--- src/rtl/clock_gen_multi.sv ---
// clock_gen_multi
//   Generates NUM_CH independent divided clocks from the master clock. Each
//   channel has a runtime-programmable half-period and an output inversion.
//   New settings are held pending and only take effect at the end of a full
//   output period (or on the next cycle for a stopped channel), so no runt
//   pulses are produced. sync_start restarts every channel in phase.
//
// Ports
//   clock        in   master clock, all flops on the rising edge
//   reset        in   asynchronous, active-high reset
//   cfg_wr       in   one-cycle configuration write strobe
//   cfg_ch       in   channel addressed by cfg_wr (>= NUM_CH ignored)
//   cfg_half     in   new half-period in master cycles, 0 stops the channel
//   cfg_inv      in   new output inversion
//   sync_start   in   phase-align all channels, applying pending settings
//   clk_out      out  divided clocks, one flop per channel
//   tick         out  one-cycle pulse on each rising edge of clk_out[i]
//   cfg_pending  out  channel i holds a configuration awaiting its boundary
module clock_gen_multi #(
  parameter int NUM_CH       = 4,
  parameter int CNT_W        = 8,
  parameter int CH_W         = 2,
  parameter int DEFAULT_HALF = 4
) (
  input  logic              clock,
  input  logic              reset,
  input  logic              cfg_wr,
  input  logic [CH_W-1:0]   cfg_ch,
  input  logic [CNT_W-1:0]  cfg_half,
  input  logic              cfg_inv,
  input  logic              sync_start,
  output logic [NUM_CH-1:0] clk_out,
  output logic [NUM_CH-1:0] tick,
  output logic [NUM_CH-1:0] cfg_pending
);

  for (genvar i = 0; i < NUM_CH; i++) begin : g_ch
    logic [CNT_W-1:0] cnt_q, cnt_d;
    logic [CNT_W-1:0] half_q, half_d;
    logic [CNT_W-1:0] pend_half_q, pend_half_d;
    logic             ph_q, ph_d;
    logic             inv_q, inv_d;
    logic             pend_q, pend_d;
    logic             pend_inv_q, pend_inv_d;
    logic             clk_q, clk_d;
    logic             tick_q, tick_d;
    logic             wr_hit;
    logic             apply;

    // Only addresses below NUM_CH match a channel, so out-of-range writes
    // fall through without touching any state.
    assign wr_hit = cfg_wr && (cfg_ch == CH_W'(i));

    always_comb begin
      cnt_d       = cnt_q;
      ph_d        = ph_q;
      half_d      = half_q;
      inv_d       = inv_q;
      pend_d      = pend_q;
      pend_half_d = pend_half_q;
      pend_inv_d  = pend_inv_q;
      apply       = 1'b0;

      if (sync_start) begin
        cnt_d = '0;
        ph_d  = 1'b0;
        apply = pend_q;
      end else if (half_q == '0) begin
        cnt_d = '0;
        ph_d  = 1'b0;
        apply = pend_q;
      end else if (cnt_q == half_q - CNT_W'(1)) begin
        cnt_d = '0;
        ph_d  = ~ph_q;
        // ph falling 1->0 closes a full period: the only safe switch point.
        apply = pend_q & ph_q;
      end else begin
        cnt_d = cnt_q + CNT_W'(1);
      end

      if (apply) begin
        half_d = pend_half_q;
        inv_d  = pend_inv_q;
        pend_d = 1'b0;
        cnt_d  = '0;
        ph_d   = 1'b0;
      end

      // A write in the same cycle as an apply is kept for the next boundary.
      if (wr_hit) begin
        pend_half_d = cfg_half;
        pend_inv_d  = cfg_inv;
        pend_d      = 1'b1;
      end

      // ph is held at 0 while stopped, so this also yields inv for that case.
      clk_d  = ph_d ^ inv_d;
      tick_d = clk_d & ~clk_q & (half_d != '0) & ~sync_start;
    end

    always_ff @(posedge clock or posedge reset) begin
      if (reset) begin
        cnt_q       <= '0;
        ph_q        <= 1'b0;
        half_q      <= CNT_W'(DEFAULT_HALF);
        inv_q       <= 1'b0;
        pend_q      <= 1'b0;
        pend_half_q <= '0;
        pend_inv_q  <= 1'b0;
        clk_q       <= 1'b0;
        tick_q      <= 1'b0;
      end else begin
        cnt_q       <= cnt_d;
        ph_q        <= ph_d;
        half_q      <= half_d;
        inv_q       <= inv_d;
        pend_q      <= pend_d;
        pend_half_q <= pend_half_d;
        pend_inv_q  <= pend_inv_d;
        clk_q       <= clk_d;
        tick_q      <= tick_d;
      end
    end

    assign clk_out[i]     = clk_q;
    assign tick[i]        = tick_q;
    assign cfg_pending[i] = pend_q;
  end

endmodule

--- config.mk ---
export PLATFORM = sky130hd
export DESIGN_NAME = clock_gen_multi
export DESIGN_NICKNAME = d
export VERILOG_FILES = /design/src/rtl/clock_gen_multi.sv
export SDC_FILE = /design/constraint.sdc
export NUM_CORES = 1
export LEC_CHECK = 0
export ABC_AREA = 1
export BUFFER_PORTS_ARGS = -buffer_cell sky130_fd_sc_hd__buf_2
export CAP_MARGIN = 20
export CORE_ASPECT_RATIO = 0.9
export CORE_UTILIZATION = 40
export CTS_BUF_LIST = sky130_fd_sc_hd__clkbuf_16
export DETAILED_ROUTE_END_ITERATION = 10
export GPL_ROUTABILITY_DRIVEN = 0
export PLACE_DENSITY = 0.58
export SYNTH_ARGS = -nofsm -noshare
export SYNTH_HDL_FRONTEND = slang
export SYNTH_SLANG_ARGS = --single-unit
--- constraint.sdc ---
create_clock -name clock -period 6.4 [get_ports clock]
set_input_delay 1.28 -clock clock [delete_from_list [all_inputs] [get_ports clock]]
set_output_delay 1.28 -clock clock [all_outputs]
set_load 0.02 [all_outputs]
==> impl_metrics.json <==
{
  "fmax_ghz": 0.3597,
  "start_util_pct": 41.36,
  "drc": 0,
  "dieArea_sq_um": 16640,
  "maxSlewViolCount": 0,
  "swShare_pct": 31.62,
  "globalRoute.totalOverflow": 0,
  "postCtsSetupBuffers": 0,
  "switchingPower_mw": 0.7506,
  "num_vias": 4921,
  "synth_top_area_cell": "dfrtp_1",
  "fin_nets": 877,
  "drt-wirelength-per-cell_um": 12.79,
  "finalSetupViolCount": 0,
  "power_density_nw_per_um2": 329.9,
  "io_pins": 27,
  "tightestPinTransition_ps": 803.9,
  "antenna_found_initial": 0,
  "synth_area_leaders": "dfrtp_1 (45%), nand2_1 (14%), inv_1 (6.7%)",
  "h-tree-depth": 4,
  "drt-initial-drc-count": 336,
  "finalSetupTns_ps": 0,
  "cts-root-buf": "clkbuf_16",
  "syn_nets": 856,
  "firstDrtPassIters": 4,
  "avgSynthCellArea_sq_um": 7.783,
  "min_from": "g_ch[3].pend_half_q[2]",
  "die_height_um": 122.5,
  "irDropWorstVdd_v": 0.0002070,
  "holdCritPathClass": "reg2reg",
  "netlist_area_sq_um": 6452,
  "cellLeakagePower_nw": 3.717,
  "finalCritPeriodShare_pct": 43.44,
  "yosysTopAreaCellShare_pct": 44.99,
  "yosysUniqueCellTypes": 30,
  "pwr-share-clk_pct": 37.3,
  "r2r_end": "g_ch[0].tick_q",
  "clk_pin_slew_ps": 50,
  "finClkSkew_ps": 5.724,
  "endpoint_kind": "flop",
  "die_w_um": 135.9,
  "yosysSeqAreaShare_pct": 46.62,
  "yosys_register_bits": 120,
  "r2r_start": "g_ch[0].half_q[0]",
  "drv_cap": 0,
  "hold_end": "g_ch[3].pend_half_q[2]",
  "coreArea_sq_um": 15600,
  "hold_buffers": 0,
  "cp.required_ps": 6730,
  "final_area_sq_um": 7197,
  "rsz0062_at_grt": "no",
  "grt_pass1_wl_mm": 23.10,
  "ys.warnings.count": 0,
  "port_buffers": 26,
  "syn_to_final_growth_pct": 11.54,
  "cts_tree": "done",
  "p_int_mw": 1.623,
  "path_max_fanout": 11,
  "grt_max_degree": 66,
  "ant_nets": 0,
  "min_period_ps": 2780,
  "n_antenna_cell": 0,
  "crit_arrival_ps": 3110,
  "grt_use_total_pct": 18.05,
  "cts.sinks": 120,
  "cts_max_path_buffers": 2,
  "crit_type": "reg2reg",
  "place_area_sq_um": 6653,
  "routed_wirelength_mm": 13.62,
  "grt_pass1_vias": 4759,
  "clock_latency_ps": 410,
  "synth_cells": 829,
  "combPwrFrac_pct": 21.6,
  "max_slew_margin_pct": 46.41,
  "reg2reg_slack_ps": 3620,
  "ys.flop_type": "dfrtp_1",
  "hold_viol_final": 0,
  "outcome": "complete, no violations",
  "crit_path_start_kind": "flop",
  "routed_via_density": 4.621,
  "synth_edf_count": 0,
  "place_hpwl_mm": 9.896,
  "cts_resized": 0,
  "rows": 43,
  "hold_depth": 2,
  "layout-drive-gt1-share_pct": 9.386,
  "ff2ff_path_depth": 18,
  "cts_inserted_buffers": 17,
  "async_flop_share_pct": 100.0,
  "pwr-share-seq_pct": 41.2
}
-- flip-flops by register name, summed over array words and instances, names as in the netlist --
register	flops
g_ch.cnt_q	32
g_ch.half_q	32
g_ch.pend_half_q	32
g_ch.clk_q	4
g_ch.inv_q	4
g_ch.pend_inv_q	4
g_ch.pend_q	4
g_ch.ph_q	4
g_ch.tick_q	4
-- Yosys cell counts (all sizes together), types with 2 or more instances --
cell    count
nand2     256
dfrtp     116
inv       116
nor2       95
nand3      52
o21ai      47
nand3b     31
xnor2      19
buf        18
xor2       18
ha         12
a21oi      11
nor3       11
clkbuf      6
a31oi       5
and2        4
dfstp       4
nor3b       3
nand4       2
-- through the flow --
step / cells / hold WS [ps] / worst slack [ps] / utilization (%) / total power [mW]
floorplan: 829 / 444.4 / 1941 / - / 1.387
global placement: 1033 / 461.9 / 3574 / 42.64 / 1.496
detailed placement: 1033 / 468.5 / 3535 / 42.64 / 1.500
CTS: 1065 / 483.0 / 3632 / 46.13 / 2.400
global route: 1065 / 503.4 / 3225 / 46.13 / 2.538
finish: 1065 / 477.7 / 3620 / 46.13 / 2.374
-- cell families (layout without fill, tap and decap cells) --
group,Yosys count,in the layout,synth area share [%]
DFF,120,120,46.62
buffers and inverters,141,175,9.734
xor gates and xnor gates,37,37,5.022
adders and majority gates,12,12,2.327
and+or+nand+nor,455,455,31.18
AOI/OAI and AO/OA,64,64,5.119
-- critical path, cell delays in order, from the launching register on --
cell and delay (ps):
dfrtp_1 390, inv_1 200, ha_1 310, inv_1 60
nand2_1 60, nand2_1 70, nand2_1 60, nand2_1 40
nor2_1 100, nand3_1 110, nor2_1 190, nand3_1 130
nand2_1 290, nand2_2 210, nand2_1 130, nand2_1 70
nand2_1 80, nand3_1 70, a21oi_1 120
-- how the worst max path moves through the flow --
stage,depth (start not counted),end,from,slack [ps]
floorplan,1,g_ch[0].clk_q,reset,1940
global placement,9,g_ch[3].tick_q,sync_start,3570
detailed placement,9,g_ch[3].tick_q,sync_start,3540
CTS,18,g_ch[0].tick_q,g_ch[0].half_q[0],3630
global route,18,g_ch[2].tick_q,g_ch[2].half_q[0],3220
finish,18,g_ch[0].tick_q,g_ch[0].half_q[0],3620
-- placed cells by master (no fill, tap or decap), types with 5 or more instances in the layout --
| master | Yosys | final |
|---|---|---|
| buf_2 | 2 | 26 |
| nand3_1 | 49 | 49 |
| clkinv_2 | 0 | 5 |
| a21oi_1 | 11 | 11 |
| xnor2_1 | 19 | 19 |
| dfrtp_1 | 116 | 116 |
| ha_1 | 12 | 12 |
| xor2_1 | 18 | 18 |
| o21ai_0 | 39 | 39 |
| clkbuf_16 | 0 | 17 |
| a31oi_1 | 5 | 5 |
| nand2_1 | 243 | 243 |
| nand2_2 | 10 | 10 |
| nand3b_1 | 31 | 31 |
| clkinv_1 | 0 | 5 |
| nor2_1 | 88 | 88 |
| nor3_1 | 11 | 11 |
| nor2_2 | 7 | 7 |
| o21ai_1 | 8 | 8 |
| inv_1 | 115 | 116 |
-- power by group through the flow --
stage | logic [mW] | clock network, mW | registers (mW)
after floorplan | 0.433 | 0 | 0.955
after global placement | 0.507 | 0 | 0.990
after detailed placement | 0.512 | 0 | 0.988
after CTS | 0.518 | 0.905 | 0.977
after global routing | 0.601 | 0.942 | 0.994
final | 0.512 | 0.885 | 0.977
-- layout make-up --
type | count | area, sq um
fill | 1572 | 8406
clock buffer | 17 | 425.4
multi-input combinational | 568 | 2816
clock inverter | 15 | 118.9
inverter | 116 | 437.9
sequential | 120 | 3008
timing repair buffer | 27 | 137.6
tap | 202 | 252.7
-- per-layer routing --
| metal | part of all wire, % | GRT usage [%] | vias up |
|---|---|---|---|
| met5 | 0 | 0 | - |
| met4 | 0.96 | 5.000 | 0 |
| met3 | 3.6 | 4.502 | 10 |
| met2 | 42 | 26.53 | 64 |
| met1 | 53 | 26.18 | 2242 |
| li1 | - | - | 2605 |
No activity file was read; power rests on OpenSTA's default activity.
